<file path="config.mk">
export PLATFORM = sky130hd
export DESIGN_NAME = upe_abs_pipe
export DESIGN_NICKNAME = d
export VERILOG_FILES = /design/src/rtl/upe_abs_pipe.sv
export SDC_FILE = /design/constraint.sdc
export NUM_CORES = 1
export LEC_CHECK = 0
export ABC_AREA = 1
export BUFFER_PORTS_ARGS = -buffer_cell sky130_fd_sc_hd__clkbuf_2
export CAP_MARGIN = 15
export CORE_MARGIN = 2
export CORE_UTILIZATION = 43
export CTS_BUF_LIST = sky130_fd_sc_hd__clkbuf_8
export DETAILED_ROUTE_END_ITERATION = 8
export PLACE_DENSITY = 0.61
export SLEW_MARGIN = 10
export SYNTH_ARGS = -nofsm -noshare
export SYNTH_HDL_FRONTEND = slang
export SYNTH_SLANG_ARGS = --single-unit
</file>
<file path="constraint.sdc">
create_clock -name clk -period 3.4 [get_ports clk]
set_clock_uncertainty 0.1 [all_clocks]
set_input_delay 0.34 -clock clk [delete_from_list [all_inputs] [get_ports clk]]
set_output_delay 0.34 -clock clk [all_outputs]
set_load 0.01 [all_outputs]
</file>
<file path="src/rtl/upe_abs_pipe.sv">
// Two-stage pipelined absolute-value unit: one full-width lane or two packed half-width lanes,
// valid/ready handshake, optional saturation of the most-negative value, overflow event counter.
module upe_abs_pipe #(
    parameter int unsigned WIDTH = 32,
    parameter int unsigned SAT   = 0,
    parameter int unsigned CNT_W = 16
) (
    input  logic             clk,
    input  logic             reset,
    input  logic             in_valid,
    output logic             in_ready,
    input  logic [WIDTH-1:0] in_data,
    input  logic             in_mode,
    output logic             out_valid,
    input  logic             out_ready,
    output logic [WIDTH-1:0] out_data,
    output logic [1:0]       out_sign,
    output logic [1:0]       out_ovf,
    output logic [CNT_W-1:0] ovf_count,
    input  logic             ovf_clear
);
    localparam int unsigned HALF = WIDTH / 2;
    localparam logic [WIDTH-1:0] OneFull = WIDTH'(1);
    localparam logic [HALF-1:0]  OneHalf = HALF'(1);
    localparam logic [WIDTH-1:0] MaxFull = {1'b0, {(WIDTH - 1){1'b1}}};
    localparam logic [HALF-1:0]  MaxHalf = {1'b0, {(HALF - 1){1'b1}}};

    logic             v1_q, v2_q;
    logic [WIDTH-1:0] s1_data_q;
    logic             s1_mode_q;
    logic [WIDTH-1:0] res_q, res_d;
    logic [1:0]       sign_q, sign_d;
    logic [1:0]       ovf_q, ovf_d;
    logic [CNT_W-1:0] cnt_q, cnt_d;
    logic             s1_load, s2_load;

    assign s2_load   = ~v2_q | out_ready;
    assign s1_load   = ~v1_q | s2_load;
    assign in_ready  = s1_load;
    assign out_valid = v2_q;
    assign out_data  = res_q;
    assign out_sign  = sign_q;
    assign out_ovf   = ovf_q;
    assign ovf_count = cnt_q;

    // Per-lane arithmetic on the S1 operand
    logic [WIDTH-1:0] x, full_abs;
    logic [HALF-1:0]  lo, hi, lo_abs, hi_abs;
    logic             full_sign, lo_sign, hi_sign, full_mn, lo_mn, hi_mn;

    always_comb begin
        x         = s1_data_q;
        lo        = x[HALF-1:0];
        hi        = x[WIDTH-1:HALF];
        full_sign = x[WIDTH-1];
        lo_sign   = lo[HALF-1];
        hi_sign   = hi[HALF-1];
        full_mn   = full_sign & ~|x[WIDTH-2:0];
        lo_mn     = lo_sign & ~|lo[HALF-2:0];
        hi_mn     = hi_sign & ~|hi[HALF-2:0];

        full_abs = full_sign ? (~x + OneFull) : x;
        lo_abs   = lo_sign ? (~lo + OneHalf) : lo;
        hi_abs   = hi_sign ? (~hi + OneHalf) : hi;
        if (SAT != 0) begin
            if (full_mn) full_abs = MaxFull;
            if (lo_mn)   lo_abs   = MaxHalf;
            if (hi_mn)   hi_abs   = MaxHalf;
        end

        if (s1_mode_q) begin
            res_d  = {hi_abs, lo_abs};
            sign_d = {hi_sign, lo_sign};
            ovf_d  = {hi_mn, lo_mn};
        end else begin
            res_d  = full_abs;
            sign_d = {1'b0, full_sign};
            ovf_d  = {1'b0, full_mn};
        end
    end

    // Saturating counter; clear wins over a same-cycle increment
    logic [1:0]     ovf_inc;
    logic [CNT_W:0] cnt_sum;

    always_comb begin
        ovf_inc = {1'b0, ovf_q[0]} + {1'b0, ovf_q[1]};
        cnt_sum = {1'b0, cnt_q} + (CNT_W + 1)'(ovf_inc);
        cnt_d   = cnt_q;
        if (ovf_clear) begin
            cnt_d = '0;
        end else if (v2_q && out_ready) begin
            cnt_d = cnt_sum[CNT_W] ? '1 : cnt_sum[CNT_W-1:0];
        end
    end

    always_ff @(posedge clk or posedge reset) begin
        if (reset) begin
            v1_q      <= 1'b0;
            s1_data_q <= '0;
            s1_mode_q <= 1'b0;
        end else if (s1_load) begin
            v1_q <= in_valid;
            if (in_valid) begin
                s1_data_q <= in_data;
                s1_mode_q <= in_mode;
            end
        end
    end

    always_ff @(posedge clk or posedge reset) begin
        if (reset) begin
            v2_q   <= 1'b0;
            res_q  <= '0;
            sign_q <= '0;
            ovf_q  <= '0;
        end else if (s2_load) begin
            v2_q <= v1_q;
            if (v1_q) begin
                res_q  <= res_d;
                sign_q <= sign_d;
                ovf_q  <= ovf_d;
            end
        end
    end

    always_ff @(posedge clk or posedge reset) begin
        if (reset) begin
            cnt_q <= '0;
        end else begin
            cnt_q <= cnt_d;
        end
    end
endmodule
</file>
==> impl_metrics.toml <==
[clock_network]
clkTransAtPathRegs_ps = 80
cts_tree = "yes"
cts_sinks = 87
cts_hold_buf = 1
clockBufferDepth = 2
clock_latency_ps = 360
cts_setup_buffers = 0
cts_resized = 0
htree_levels = 3
cts-root-buf = "clkbuf_8"
cts_buffers = 9

[global_routing]
grt_util_all_layers_pct = 22.2
antenna_found_initial = 0
grt_pass1_vias = 4121
grt_overflow = 0
grt_max_degree = 53
grt_first_pass_wirelength_mm = 20.4

[timing]
finalHoldViolCount = 0
fmax_ghz = 0.443
maxSlewHeadroom_pct = 36.6
period_share_pct = 66.4
tns_ps = 0
setup_violations = 0
holdWs_ps = 105
tightest_slew_ps = 948
period_needed_ps = 2260
rsz0062_at_grt = "false"
maxSlewViolCount = 0

[yosys]
syn-num-nets = 654
synth_flop_cell = "dfrtp_1"
synth_area_per_cell_um2 = 7.64
synthArstFlopShare_pct = 100
synth.cell_area_mm2 = 0.00467
synth-warning-count = 0
synth_cell_types = 33
yosysSeqAreaShare_pct = 46.6
syn_inst = 611
synth-seq-cells = 87
synth_enable_flop_cells = 0

[critical_path]
crit_fanout = 10
r2r_start = "out_ovf[0]"
cp_cell_sequence = "inv_1, fa_1, inv_1, ha_1, nand3_2, nor2_2, nand3_2, nor2_4, inv_2, nand3_1, nand2_1, o21ai_0"
r2r-end = "ovf_count[14]"
crit_path_top_delay_cell = "fa_1"
crit_required_ps = 3580
start_kind = "register"
worstRegToRegCells = 12
crit_type = "register to register"
cp-end-kind = "register"
slowest_delay_ps = 410
reg2reg_slack_ps = 1140
arrival_ps = 2440

[route]
wire_per_inst_um = 14.1
dr.pass1.iters = 5
num_vias = 4279
vias_per_cell = 5.07
antenna_left = 0
first_iter_violations = 229
drt-total-wl_mm = 11.9
drc = 0

[layout]
final_layout_size_suffix_gt1_share_pct = 19.6
layout.nets = 743
diodes = 0
syn_to_final_growth_pct = 16.9
mostFrequentLayoutCell = "nand2_1"
mostFrequentLayoutCells = "nand2_1, clkbuf_2, dfrtp_1, nor2_1, inv_1"
stdcell_count = 844
finalCoreUtilization_pct = 51.0
multi_input_area_mm2 = 0.00216
final-seq-area_mm2 = 0.00218
fill_cells = 1118

[die]
rows = 38
start_util_pct = 43.6
core_area_mm2 = 0.0107
ios = 92
die_width_um = 108
dieArea_mm2 = 0.0117
die_h_um = 108

[power_and_ir_drop]
powerDensity_mw_per_mm2 = 563
power_mw = 3.07
ir_drop_uv = 251
p_leak_nw = 2.77

[run]
cap_violations = 0

[placement]
dp_cells = 828
dp_hpwl_mm = 8.93
numPortBuffers = 91
gp_congestion = 0.928

[worst_hold_path]
hold_path_startpoint = "in_data[11]"
hp-class = "input port to register"
worstHoldEndpoint = "s1_data_q[11]"
hold_depth = 2

[status]
outcome = "finished, final reports clean"
==> routing by layer <==
metal | GRT usage [%] | share of wire (%)
met1 | 32.6 | 48
met3 | 2.77 | 5.0
met5 | 0 | 0
met4 | 8.33 | 2.0
met2 | 33.6 | 45
==> state kept, by name (all words and copies together), names as in the netlist <==
name,count
out_data,32
out_ovf,2
out_sign,2
out_valid,1
ovf_count,16
s1_data_q,32
s1_mode_q,1
v1_q,1
==> critical path: cells and delay by family, from the launching register on <==
kind	cells	cell delay (ps)
buffers and inverters	3	260
adders and majority gates	2	610
DFF	1	370
AOI/OAI and AO/OA	1	100
and+or+nand+nor	6	760
==> through the flow <==
stage	cell area [um^2]	setup slack [ps]
after global placement	5250	1200
after global routing	5460	887
after detailed placement	5250	1150
after CTS	5460	1130
final	5460	1140
after floorplan	4670	710
==> worst max path at each step <==
stage | from | end | depth (start not counted) | slack, ps
after floorplan | reset | out_data[0] | 1 | 710
after global placement | out_ovf[0] | ovf_count[14] | 12 | 1200
after detailed placement | out_ovf[0] | ovf_count[14] | 12 | 1150
after CTS | out_ovf[0] | ovf_count[14] | 12 | 1130
after global routing | out_ovf[0] | ovf_count[14] | 12 | 890
final | out_ovf[0] | ovf_count[14] | 12 | 1140
==> cell usage after synthesis (2+ instances only) <==
cell      instances  area (um^2)
o211ai_1          2         15.0
xnor2_1           3         26.3
o21ai_0          42          210
inv_1            62          233
clkbuf_1          7         26.3
nor3_1            9         45.0
o22ai_1           4         25.0
a21oi_1          31          155
buf_1             2         7.51
nand3_1          48          240
mux2_2           10          113
inv_2             4         15.0
o21ai_1           2         10.0
nand4_1           5         31.3
buf_2             8         40.0
nand3_2           2         20.0
nand2_1         162          608
nor2_4            3         33.8
xor2_1           17          149
o21ai_2           2         17.5
dfrtp_1          87         2180
ha_1              4         50.1
buf_4             2         15.0
nor2_2            3         18.8
nor2_1           81          304
a31oi_1           2         12.5
==> power by group <==
part	internal, mW	leakage, nW	total [mW]	switching, mW
Sequential	1.26	1.06	1.43	0.169
Combinational	0.341	1.61	0.915	0.573
Clock	0.372	0.103	0.730	0.358
==> final cells by class <==
class | count | area share, %
multi-input cells | 439 | 39.5
flip-flops and latches | 87 | 39.9
clock buffers | 11 | 2.77
clock inverters | 4 | 0.848
well taps | 140 | 3.21
repair buffers | 97 | 9.21
inverters | 66 | 4.56
==> logic make-up after synthesis <==
kind of cell | share of synthesized area, %
and+or+nand+nor | 28.3
AOI/OAI and AO/OA | 10.2
DFF | 46.6
buffers and inverters | 7.21
xor gates and xnor gates | 3.75
muxes | 2.41
adders and majority gates | 1.50
Power figures use the tool's default switching activity.
